<file path="config.mk">
export PLATFORM = sky130hd
export DESIGN_NAME = router_ctrl_rr
export DESIGN_NICKNAME = d
export VERILOG_FILES = /design/src/rtl/router_ctrl_rr.sv
export SDC_FILE = /design/constraint.sdc
export NUM_CORES = 1
export LEC_CHECK = 0
export CAP_MARGIN = 20
export CELL_PAD_IN_SITES_DETAIL_PLACEMENT = 0
export CELL_PAD_IN_SITES_GLOBAL_PLACEMENT = 2
export CORE_ASPECT_RATIO = 1.4
export CORE_MARGIN = 5
export CORE_UTILIZATION = 35
export DETAILED_ROUTE_END_ITERATION = 6
export PLACE_DENSITY_LB_ADDON = 0.1
export SYNTH_ARGS = -nofsm -noshare
export SYNTH_HDL_FRONTEND = slang
export SYNTH_SLANG_ARGS = --single-unit
export TNS_END_PERCENT = 1
</file>
<file path="constraint.sdc">
create_clock -name clk -period 6.3 [get_ports clk]
set_input_delay 1.26 -clock clk [delete_from_list [all_inputs] [get_ports clk]]
set_output_delay 1.26 -clock clk [all_outputs]
set_load 0.05 [all_outputs]
</file>
<file path="src/rtl/router_ctrl_rr.sv">
// Round-robin store-and-forward controller: grants one port, then sequences DEPTH store and DEPTH forward cycles.
// Latency: grant one cycle after a sampled request; all outputs registered.
// Backpressure: waits in ACK up to ACK_TIMEOUT cycles for acknowledge, abort cancels any phase.
module router_ctrl_rr #(
    parameter int NUM_PORTS   = 4,
    parameter int ADDR_W      = 4,
    parameter int ACK_TIMEOUT = 4
) (
    input  logic                 clk,
    input  logic                 rst,
    input  logic [NUM_PORTS-1:0] request,
    input  logic                 acknowledge,
    input  logic                 abort,
    output logic [NUM_PORTS-1:0] grant,
    output logic                 st_router,
    output logic                 fw_router,
    output logic [ADDR_W-1:0]    in_addr,
    output logic [ADDR_W-1:0]    out_addr,
    output logic                 busy,
    output logic                 done
);
    localparam int PW = $clog2(NUM_PORTS);
    localparam int CW = $clog2(ACK_TIMEOUT + 1);
    localparam logic [PW-1:0]     LAST_PORT = PW'(NUM_PORTS - 1);
    localparam logic [CW-1:0]     ACK_LAST  = CW'(ACK_TIMEOUT - 1);
    localparam logic [ADDR_W-1:0] ADDR_LAST = '1;

    typedef enum logic [1:0] {IDLE, ACK, STORE, FORWARD} state_t;

    state_t                 state, state_nx;
    logic [PW-1:0]          rr_ptr, rr_ptr_nx;
    logic [PW-1:0]          winner, winner_nx;
    logic [CW-1:0]          ack_cnt, ack_cnt_nx;
    logic [NUM_PORTS-1:0]   grant_nx;
    logic                   st_router_nx, fw_router_nx;
    logic [ADDR_W-1:0]      in_addr_nx, out_addr_nx;
    logic                   busy_nx, done_nx;

    logic                   pick_vld;
    logic [PW-1:0]          pick_idx;
    logic [PW-1:0]          ptr_after_winner;
    int                     scan_idx;

    // First requesting port at or after rr_ptr, wrapping modulo NUM_PORTS.
    always_comb begin
        pick_vld = 1'b0;
        pick_idx = '0;
        scan_idx = 0;
        for (int i = 0; i < NUM_PORTS; i++) begin
            scan_idx = (int'(rr_ptr) + i) % NUM_PORTS;
            if (!pick_vld && request[PW'(scan_idx)]) begin
                pick_vld = 1'b1;
                pick_idx = PW'(scan_idx);
            end
        end
    end

    assign ptr_after_winner = (winner == LAST_PORT) ? '0 : winner + 1'b1;

    always_ff @(posedge clk or posedge rst) begin
        if (rst) begin
            state     <= IDLE;
            rr_ptr    <= '0;
            winner    <= '0;
            ack_cnt   <= '0;
            grant     <= '0;
            st_router <= 1'b0;
            fw_router <= 1'b0;
            in_addr   <= '0;
            out_addr  <= '0;
            busy      <= 1'b0;
            done      <= 1'b0;
        end else begin
            state     <= state_nx;
            rr_ptr    <= rr_ptr_nx;
            winner    <= winner_nx;
            ack_cnt   <= ack_cnt_nx;
            grant     <= grant_nx;
            st_router <= st_router_nx;
            fw_router <= fw_router_nx;
            in_addr   <= in_addr_nx;
            out_addr  <= out_addr_nx;
            busy      <= busy_nx;
            done      <= done_nx;
        end
    end

    always_comb begin
        state_nx     = state;
        rr_ptr_nx    = rr_ptr;
        winner_nx    = winner;
        ack_cnt_nx   = ack_cnt;
        grant_nx     = grant;
        st_router_nx = st_router;
        fw_router_nx = fw_router;
        in_addr_nx   = in_addr;
        out_addr_nx  = out_addr;
        done_nx      = 1'b0;

        case (state)
            IDLE: begin
                if (pick_vld) begin
                    winner_nx  = pick_idx;
                    grant_nx   = {{(NUM_PORTS-1){1'b0}}, 1'b1} << pick_idx;
                    ack_cnt_nx = '0;
                    state_nx   = ACK;
                end
            end
            ACK: begin
                if (acknowledge) begin
                    state_nx     = STORE;
                    st_router_nx = 1'b1;
                    in_addr_nx   = '0;
                end else if (ack_cnt == ACK_LAST) begin
                    state_nx  = IDLE;
                    grant_nx  = '0;
                    rr_ptr_nx = ptr_after_winner;
                end else begin
                    ack_cnt_nx = ack_cnt + 1'b1;
                end
            end
            STORE: begin
                if (in_addr == ADDR_LAST) begin
                    state_nx     = FORWARD;
                    st_router_nx = 1'b0;
                    fw_router_nx = 1'b1;
                    out_addr_nx  = '0;
                    grant_nx     = '0;
                end else begin
                    in_addr_nx = in_addr + 1'b1;
                end
            end
            FORWARD: begin
                if (out_addr == ADDR_LAST) begin
                    state_nx     = IDLE;
                    fw_router_nx = 1'b0;
                    done_nx      = 1'b1;
                    rr_ptr_nx    = ptr_after_winner;
                end else begin
                    out_addr_nx = out_addr + 1'b1;
                end
            end
            default: state_nx = IDLE;
        endcase

        // Abort wins over every other transition; addresses keep their last values.
        if (abort && state != IDLE) begin
            state_nx     = IDLE;
            grant_nx     = '0;
            st_router_nx = 1'b0;
            fw_router_nx = 1'b0;
            done_nx      = 1'b0;
            rr_ptr_nx    = ptr_after_winner;
            ack_cnt_nx   = ack_cnt;
            in_addr_nx   = in_addr;
            out_addr_nx  = out_addr;
        end

        busy_nx = (state_nx != IDLE);
    end
endmodule

</file>
After elaboration in Yosys (flattened, before gate mapping) --
Index checks and enable logic that the tools add are counted.
Operators by class: add/subtract/negate cells 7, magnitude comparators 4, eq/ne operators 20, shift-type cells 1, muxes and demuxes 59, bitwise gates (word level) 1, reductions and logical operators 25
Operator list (count):
- 4-bit 2-to-1 mux | 8
- 2-bit 2-to-1 mux | 15
- 1-bit 2-to-1 mux | 21
- 3-bit inequality test (second input constant) | 6
- 2-bit by 4-bit < comparator with 1-bit output (second input constant) | 4
- 4-bit one-hot mux with 2 select lines | 2
- 2-bit inequality test (second input constant) | 7
- 4-bit one-hot mux with 3 select lines | 1
- 4-bit AND reduction | 3
- 5-bit AND reduction | 2
- 2-bit nonzero test | 5
- 3-bit 2-to-1 mux | 3
- 3-bit nonzero test | 3
- 4-bit by 1-bit adder with 4-bit output (second input constant) | 2
- 1-bit binary-select mux with 2-bit select | 4
- 4-bit == test (second input constant) | 2
- 2-bit one-hot mux with 4 select lines | 1
- 2-bit == test (second input constant) | 3
- 3-bit one-hot mux with 2 select lines | 1
- 3-bit AND reduction | 2
- 2-bit by 1-bit adder with 2-bit output (second input constant) | 2
- 2-bit adder (second input constant) | 2
- 1-bit logical AND | 4
- 1-bit one-hot mux with 2 select lines | 2
- other kinds (10) | 12
Word-level totals: register bits after elaboration 25, input port bits 8, output and inout bits 16, word-level logic and storage cells 128

Longest topological paths before layout --
Gate-level depths: netlist (run 1).
word-level depth 17, gate-level depth with buffers 8, depth with buffers taken out 6

Worst setup path before layout (run 1) --
OpenSTA, ideal clock, no wires.
path kind input port to flip-flop, from input abort, to register st_router, setup time 125 ps, arrival time 2373 ps, data required time 6175 ps, setup slack 3802 ps, stages 5, path buffers 1, cell sequence nor2b_2 > buf_6 > or3_2 > o221ai_1 > mux2_2
On the way: longest elaborated chain between the ends 3, elaborated cells on any way between the ends 6, those cells by class 2 x eq/ne; 1 x mux; 3 x reduce/logical
RTL lines:
- start, declared | RTL line 13 | input logic abort,
- 1-bit logical AND (*) | RTL line 147 | if (abort && state != IDLE) begin
- 3-bit inequality test (no line) / 3-bit nonzero test (equally long branches)
- 3-bit AND reduction (no line)
- end signal, assigned | RTL line 79 | st_router <= st_router_nx;
- end, declared | RTL line 15 | output logic st_router,
Mark *: on every way between the ends. The rest lies on a longest branch, timed or not. A chain may end at the register's enable or synchronous reset.

Final worst setup path (run 1) --
from input abort, to register grant[2]
On the way: longest elaborated chain between the ends 3, elaborated cells on any way between the ends 8, those cells by class 4 x eq/ne; 1 x mux; 3 x reduce/logical
RTL lines:
- 1-bit logical AND (*) | RTL line 147
- 3-bit inequality test (no line) / 4-bit nonzero test (equally long branches)
- 5-bit AND reduction (no line)
- end signal, assigned | RTL line 78 | grant <= grant_nx;
- end, declared | RTL line 14 | output logic [NUM_PORTS-1:0] grant,
Marks and branches as above.

==> flow_summary.yaml, run 1 <==
status:
  status: "complete, no violations"
power_and_ir_drop:
  power_mw: 0.841
  power_density_mw_per_mm2: 454
  p_leak_nw: 0.797
  ir_drop_mv: 0.256
yosys:
  synth-edff-count: 0
  yosysWarnings: 0
  ys.flop_type: "dfrtp_1"
  synthArstFlopShare_pct: 100
  synth_area_per_cell_sq_um: 9.50
  yosysSeqAreaShare_pct: 41.2
  synth_cell_types: 43
  ys_ff_latch: 25
  synthesis.area_sq_mm: 0.00152
  synthCells: 160
  syn-num-nets: 177
clock_network:
  clkSlewWorstSetupHoldPaths_ps: 90
  cts_tree: "built"
  cts-root-buf: "clkbuf_8"
  clk_latency_ps: 270
  cts_setup_buffers: 0
  htreeDepth: 1
  cts.sinks: 25
  cts_buffers: 3
  cts_buffer_depth: 2
  cts.repair.resized: 0
  hold_buffers: 0
hold_path:
  min_path_type: "register to register"
  hold_depth: 2
timing:
  hold_viol_final: 0
  fin_ws_ps: 3330
  finClkSkew_ps: 3.77
  grt_setup_unrepaired: "no"
  slew_viol_final: 0
  setup_tns_ps: 0
  fmax_mhz: 336
  worstMarginPinSlew_ps: 515
  finalCriticalPeriod_ps: 2970
  post-route-period-util_pct: 47.2
  timing.hold.ws_ps: 491
  relSlewSlack_pct: 65.6
  setup-violations-final: 0
finish:
  fin_cells: 229
  area_growth_pct: 21.8
  final_core_util_pct: 44.0
  final_cell_mix: "dfrtp_1, clkdlybuf4s50_1, o21ai_0"
  diodes: 0
  final_cell_area_sq_mm: 0.00185
  nets: 202
  layout_commonest_cell: "dfrtp_1"
  layout-drive-gt1-share_pct: 8.70
route:
  ant_nets: 0
  dr.pass1.iters: 4
  drt-total-wl_microns: 3570
  vias: 1278
  drc: 0
  route.detailed.wl_per_inst_microns: 15.6
  drt_iter0_drc: 60
  viasPerCell: 5.58
global_routing:
  first_global_vias: 1341
  antenna_found_initial: 0
  grt_max_degree: 26
  grt_first_pass_wirelength_microns: 6080
  grt.overflow.total: 0
  track_usage_pct: 13.5
setup_path:
  reg2reg_depth: 6
  cp_data_arrival_time_ps: 3150
  cp-start-kind: "input pin"
  critical_path_class: "input pin to register"
  worstPathMaxFanout: 11
  cp.required_ps: 6480
  end_kind: "register"
die:
  floorplan.initialDensity_pct: 36.2
  die-height_microns: 88.0
  design.die.area_sq_mm: 0.00578
  core_sq_mm: 0.00420
  pin_count: 24
  rows: 28
  die_w_microns: 65.7
placed_design:
  place.gp.congestion: 0.773
  dp_hpwl_microns: 2760
  place_inst: 224
  io_buffers: 23
  place_area_sq_mm: 0.00178
  place_worst_setup_slack_ps: 3030
flow_run:
  max-cap-violations: 0
[worst paths after layout]
| kind | start | slack (ps) | to |
|---|---|---|---|
| worst max-delay path | abort | 3330 | grant[2] |
| worst min-delay path | winner[1] | 490 | winner[1] |
| worst max register to register | state[1] | 4020 | grant[2] |
| worst min register to register | winner[1] | 490 | winner[1] |
| max in group asynchronous | rst | 4530 | in_addr[1] |
| min in group asynchronous | rst | 1310 | ack_cnt[1] |
[synthesized netlist by cell type, types with 2 or more instances]
master    count  area share [%]
nand2b_1      6             2.5
o22ai_1       2            0.82
o21ai_0      16             5.3
ha_1          9             7.4
or3_1         2            0.82
inv_1        12             3.0
nor2_1        9             2.2
mux2_2        5             3.7
a21oi_1      11             3.6
nand3_1       4             1.3
mux2i_1       4             2.6
nand2_1      14             3.5
nor3_1        2            0.66
o221ai_1      2             1.2
nor2b_1       2            0.82
dfrtp_1      25              41
and3_1        3             1.2
o31ai_1       6             3.0
o32ai_1       2             1.2
[cell families after synthesis]
family,share of synthesized area [%]
AND/OR/NAND/NOR,18.9
AO/OA/AOI/OAI,21.4
flip-flops,41.2
buffers and inverters,4.77
multiplexers,6.34
adder cells (fa/ha/maj),7.41
[power by group]
group / internal [mW] / leakage (nW) / switching, mW / total, mW
Combinational: 0.187 / 0.452 / 0.293 / 0.480
Clock: 0.0452 / 0.0228 / 0.0499 / 0.0951
Sequential: 0.217 / 0.322 / 0.0495 / 0.267
[cell type report]
type                    instances  area [sq um]
repair buffers                 24           258
well taps                      45          56.3
clock buffers                   4          45.0
inverters                      12          45.0
flip-flops and latches         25           626
multi-input cells             119           822
fillers                       422          2350
[worst max-delay path, stage by stage]
cell	delay [ps]
clkdlybuf4s50_1	620
nor2b_2	450
o32ai_1	200
or2_2	360
o31ai_1	250
[flip-flops by register name, summed over array words and instances, names as in the netlist]
name       flops
ack_cnt        3
busy           1
done           1
fw_router      1
grant          4
in_addr        4
out_addr       4
rr_ptr         2
st_router      1
state          2
winner         2
[routing by layer]
layer	vias to the layer above	GRT usage [%]	share of wire (%)
met2	23	25.2	54
met3	6	2.18	3.1
li1	632	-	-
met1	617	15.4	42
met4	0	4.15	1.1
met5	-	0	0
No activity file was read; power rests on OpenSTA's default activity.
==> inputs of run 2 (changes only) <==
--- a/config.mk
+++ b/config.mk
@@ -10,7 +10,7 @@
 export CELL_PAD_IN_SITES_GLOBAL_PLACEMENT = 2
 export CORE_ASPECT_RATIO = 1.4
 export CORE_MARGIN = 5
-export CORE_UTILIZATION = 35
+export CORE_UTILIZATION = 33
 export DETAILED_ROUTE_END_ITERATION = 6
 export PLACE_DENSITY_LB_ADDON = 0.1
 export SYNTH_ARGS = -nofsm -noshare
==> constraint.sdc (replaced) <==
create_clock -name clk -period 2.87 [get_ports clk]
set_input_delay 0.574 -clock clk [delete_from_list [all_inputs] [get_ports clk]]
set_output_delay 0.574 -clock clk [all_outputs]
set_load 0.05 [all_outputs]
==> flow_summary.yaml, run 2 (synthesis gave the netlist of run 1 again) <==
status:
  status: "complete, no violations"
die:
  die_w_microns: 67.4
  design.die.area_sq_mm: 0.00608
  pin_count: 24
  core_sq_mm: 0.00450
  floorplan.initialDensity_pct: 33.8
  rows: 29
  die-height_microns: 90.3
clock_network:
  hold_buffers: 0
  cts_buffer_depth: 2
  cts_buffers: 3
  htreeDepth: 1
  cts.sinks: 25
  cts.repair.resized: 0
  cts_tree: "built"
  cts-root-buf: "clkbuf_8"
  clkSlewWorstSetupHoldPaths_ps: 90
  cts_setup_buffers: 0
  clk_latency_ps: 270
route:
  drc: 0
  ant_nets: 0
  viasPerCell: 5.23
  drt_iter0_drc: 41
  drt-total-wl_microns: 3640
  route.detailed.wl_per_inst_microns: 14.8
  vias: 1287
  dr.pass1.iters: 4
finish:
  fill_cells: 487
  layout_commonest_cell: "dfrtp_1"
  fin_cells: 246
  nets: 202
  area_growth_pct: 22.0
  final_cell_mix: "dfrtp_1, clkdlybuf4s50_1, o21ai_0"
  layout-drive-gt1-share_pct: 9.24
  diodes: 0
  largestRegisters: "grant: 4 flops, in_addr: 4 flops, out_addr: 4 flops"
flow_run:
  max-cap-violations: 0
placed_design:
  place_inst: 242
  place_worst_setup_slack_ps: 357
  dp_hpwl_microns: 2850
  place.gp.congestion: 0.770
  io_buffers: 23
power_and_ir_drop:
  p_leak_nw: 0.791
  power_density_mw_per_mm2: 1000
  ir_drop_mv: 0.380
global_routing:
  grt.overflow.total: 0
  grt_max_degree: 26
  first_global_vias: 1301
  antenna_found_initial: 0
  track_usage_pct: 13.2
  grt_first_pass_wirelength_microns: 6350
setup_path:
  end_kind: "register"
  cp-start-kind: "register"
  crit_chain: "ha_1 -> inv_1 -> or3_2 -> o221ai_1 -> mux2_2"
  max_stage_delay_ps: 550
  critical_path_class: "register to register"
  worstPathMaxFanout: 10
  critPathSlowestCell: "dfrtp_1"
  cp_data_arrival_time_ps: 2450
  cp.required_ps: 3040
timing:
  relSlewSlack_pct: 66.7
  post-route-period-util_pct: 79.7
  finalCriticalPeriod_ps: 2290
  fmax_mhz: 437
  fin_ws_ps: 583
  setup-violations-final: 0
  worstMarginPinSlew_ps: 498
  finClkSkew_ps: 1.09
  setup_tns_ps: 0
  slew_viol_final: 0
  hold_viol_final: 0
  grt_setup_unrepaired: "no"
hold_path:
  min_path_type: "register to register"
[run 2: per-stage QoR]
stage          power (mW)  hold slack, ps  area [sq um]  util (%)
4_1_cts              1.89             502          1850      41.2
3_5_place_dp         1.66             480          1810      40.2
6_report             1.85             496          1850      41.2
2_1_floorplan        1.36             454          1520         -
5_1_grt              2.02             530          1850      41.2
3_3_place_gp         1.64             474          1810      40.2
[run 2: final cells by class]
class,instances,area (sq um),area share (%)
clock buffers,3,41.3,2.23
clock inverters,1,5.00,0.270
inverters,12,45.0,2.43
multi-input cells,119,822,44.3
flip-flops and latches,25,626,33.7
well taps,62,77.6,4.18
repair buffers,24,238,12.8
[run 2: layer usage]
layer / GRT usage (%) / share of wire (%)
met1: 15.8 / 42
met4: 5.08 / 1.5
met2: 23.1 / 54
met3: 1.74 / 2.0
met5: 0 / 0
[run 2: path summary, 6_finish.rpt]
kind / endpoint / from / slack, ps / cells after the start
max reg2reg: st_router / state[1] / 580 / 5
max: st_router / state[1] / 580 / 5
min in group asynchronous: out_addr[2] / rst / 650 / 3
max in group asynchronous: in_addr[0] / rst / 1970 / 3
min reg2reg: winner[1] / winner[1] / 500 / 2
min: winner[1] / winner[1] / 500 / 2
[run 2: report_power, final]
| group | leakage (nW) | internal [mW] | total (mW) | switching, mW |
|---|---|---|---|---|
| Sequential | 0.322 | 0.477 | 0.586 | 0.109 |
| Combinational | 0.444 | 0.407 | 1.05 | 0.645 |
| Clock | 0.0255 | 0.0974 | 0.216 | 0.119 |
| Total | 0.791 | 0.981 | 1.85 | 0.873 |
[run 2: worst max-delay path: cells and delay by family, from the launching register on]
kind,cells,cell delay [ps]
fa+ha+maj,1,460
buf+inv,1,190
simple gates,1,520
compound gates,1,100
mux,1,360
flops,1,550
==> inputs of run 3 (changes only) <==
--- a/config.mk
+++ b/config.mk
@@ -10,7 +10,7 @@
 export CELL_PAD_IN_SITES_GLOBAL_PLACEMENT = 2
 export CORE_ASPECT_RATIO = 1.4
 export CORE_MARGIN = 5
-export CORE_UTILIZATION = 33
+export CORE_UTILIZATION = 30
 export DETAILED_ROUTE_END_ITERATION = 6
 export PLACE_DENSITY_LB_ADDON = 0.1
 export SYNTH_ARGS = -nofsm -noshare
==> constraint.sdc (replaced) <==
create_clock -name clk -period 1.99 [get_ports clk]
set_input_delay 0.398 -clock clk [delete_from_list [all_inputs] [get_ports clk]]
set_output_delay 0.398 -clock clk [all_outputs]
set_load 0.05 [all_outputs]
==> flow_summary.yaml, run 3 (synthesis gave the netlist of run 1 again) <==
setup_path:
  ff2ff_setup_slack_ps: 100
  cp_data_arrival_time_ps: 2060
  end_kind: "register"
  cp.required_ps: 2160
  worstPathMaxFanout: 4
  reg2reg_depth: 5
  cp-start-kind: "register"
  cp-startpoint: "in_addr[0]"
  rr_startpoint: "in_addr[0]"
  reg2reg_to: "st_router"
  critical_path_class: "register to register"
placed_design:
  io_buffers: 23
  place_inst: 268
  dp_hpwl_microns: 3040
  place.gp.congestion: 0.868
timing:
  worstMarginPinSlew_ps: 516
  setup_tns_ps: 0
  finClkSkew_ps: 1.79
  slew_viol_final: 0
  setup-violations-final: 0
  relSlewSlack_pct: 65.5
  finalCriticalPeriod_ps: 1890
  post-route-period-util_pct: 94.8
  fmax_mhz: 530
  grt_setup_unrepaired: "no"
  hold_viol_final: 0
die:
  design.die.area_sq_mm: 0.00661
  pin_count: 24
  die-height_microns: 94.2
  rows: 30
  die_w_microns: 70.2
  floorplan.initialDensity_pct: 31.2
  core_sq_mm: 0.00488
finish:
  nets: 228
  layout-drive-gt1-share_pct: 26.7
  layout_commonest_cell: "buf_4"
  largestRegisters: "grant: 4 flops, in_addr: 4 flops, out_addr: 4 flops"
  multi_input_area_sq_um: 852
  final_cell_mix: "buf_4, dfrtp_1, clkdlybuf4s50_1"
  area_growth_pct: 36.4
  fill_cells: 507
  fin_cells: 274
  seqCellArea_sq_um: 631
  final_core_util_pct: 42.5
  diodes: 0
status:
  status: "complete, no violations"
clock_network:
  cts_buffers: 3
  cts-root-buf: "clkbuf_8"
  htreeDepth: 1
  clkSlewWorstSetupHoldPaths_ps: 90
  clk_latency_ps: 280
  cts.sinks: 25
  cts_tree: "built"
  cts_buffer_depth: 2
route:
  drt_iter0_drc: 55
  vias: 1398
  ant_nets: 0
  route.detailed.wl_per_inst_microns: 14.5
  drc: 0
  dr.pass1.iters: 5
  drt-total-wl_microns: 3970
  viasPerCell: 5.10
power_and_ir_drop:
  p_sw_mw: 1.32
  pwr-share-comb_pct: 60.7
  netSwitchingFraction_pct: 45.3
  p_leak_nw: 0.914
  ir_drop_mv: 0.692
  p_int_mw: 1.59
  clkPwrFrac_pct: 10.8
  power_density_mw_per_mm2: 1410
  power_frac_seq_pct: 28.5
hold_path:
  min_path_type: "input pin to asynchronous set/reset pin"
global_routing:
  first_global_vias: 1449
  grt_max_degree: 26
  antenna_found_initial: 0
  track_usage_pct: 12.7
  grt_first_pass_wirelength_microns: 6730
  grt.overflow.total: 0
flow_run:
  max-cap-violations: 0
[run 3: changes by cell type in the layout (fill, tap and decap cells not counted), moves of 2 or more]
cell             change
ha_4                 +2
ha_1                 -4
clkdlybuf4s50_1      -5
buf_4               +31
ha_2                 +2
dfrtp_2              +4
dfrtp_1              -4
[run 3: layout make-up]
cell class,count,share of cell area (%)
multi-input combinational,119,41.1
timing repair buffer,50,20.3
tap,64,3.86
sequential,25,30.4
clock buffer,4,2.17
inverter,12,2.17
[run 3: worst max-delay path by stage]
stage | to | slack, ps | depth (start not counted)
floorplan | st_router | -1 | 5
global placement | grant[3] | -100 | 6
detailed placement | grant[0] | -100 | 6
CTS | st_router | 20 | 6
global route | ack_cnt[0] | 20 | 6
finish | st_router | 100 | 5
[run 3: power by group through the flow]
| stage | Sequential (mW) | Combinational (mW) | Clock, mW |
|---|---|---|---|
| global route | 0.858 | 1.93 | 0.354 |
| detailed placement | 0.840 | 1.72 | 0 |
| global placement | 0.837 | 1.70 | 0 |
| finish | 0.831 | 1.77 | 0.315 |
| floorplan | 1.16 | 0.808 | 0 |
| CTS | 0.833 | 1.73 | 0.327 |
[run 3: per-layer routing]
metal  wire length [microns]  part of all wire [%]  track usage, %  vias to the layer above
met5                       0                     0               0                        -
li1                        -                     -               -                      686
met1                    1680                    42            13.8                      683
met2                    2080                    52            24.1                       21
met3                     140                   3.5            2.25                        8
met4                      76                   1.9            4.79                        0
[run 3: stage by stage]
stage          worst slack [ps]  power, mW  cell area, sq um  hold slack (ps)
6_report                    103       2.92              2070              471
5_1_grt                    17.3       3.14              2070              522
4_1_cts                    20.6       2.89              2030              482
3_5_place_dp               -101       2.56              1990              499
3_3_place_gp              -97.9       2.53              1990              473
2_1_floorplan            -0.980       1.97              1530              425
[run 3: repair_timing]
action | 4_1_cts | 5_1_grt
gates resized for setup | 1 | 5
hold buffers | 0 | 0
buffers inserted | 0 | 2
setup endpoints to repair | 1 | 6
pin swaps | 0 | 0
cloned | 0 | 0
[run 3: critical path, cell delays in order, from the launching register on]
cell,delay [ps]
dfrtp_2,440
ha_2,230
and3_1,210
or3_2,460
o221ai_1,90
mux2_2,350
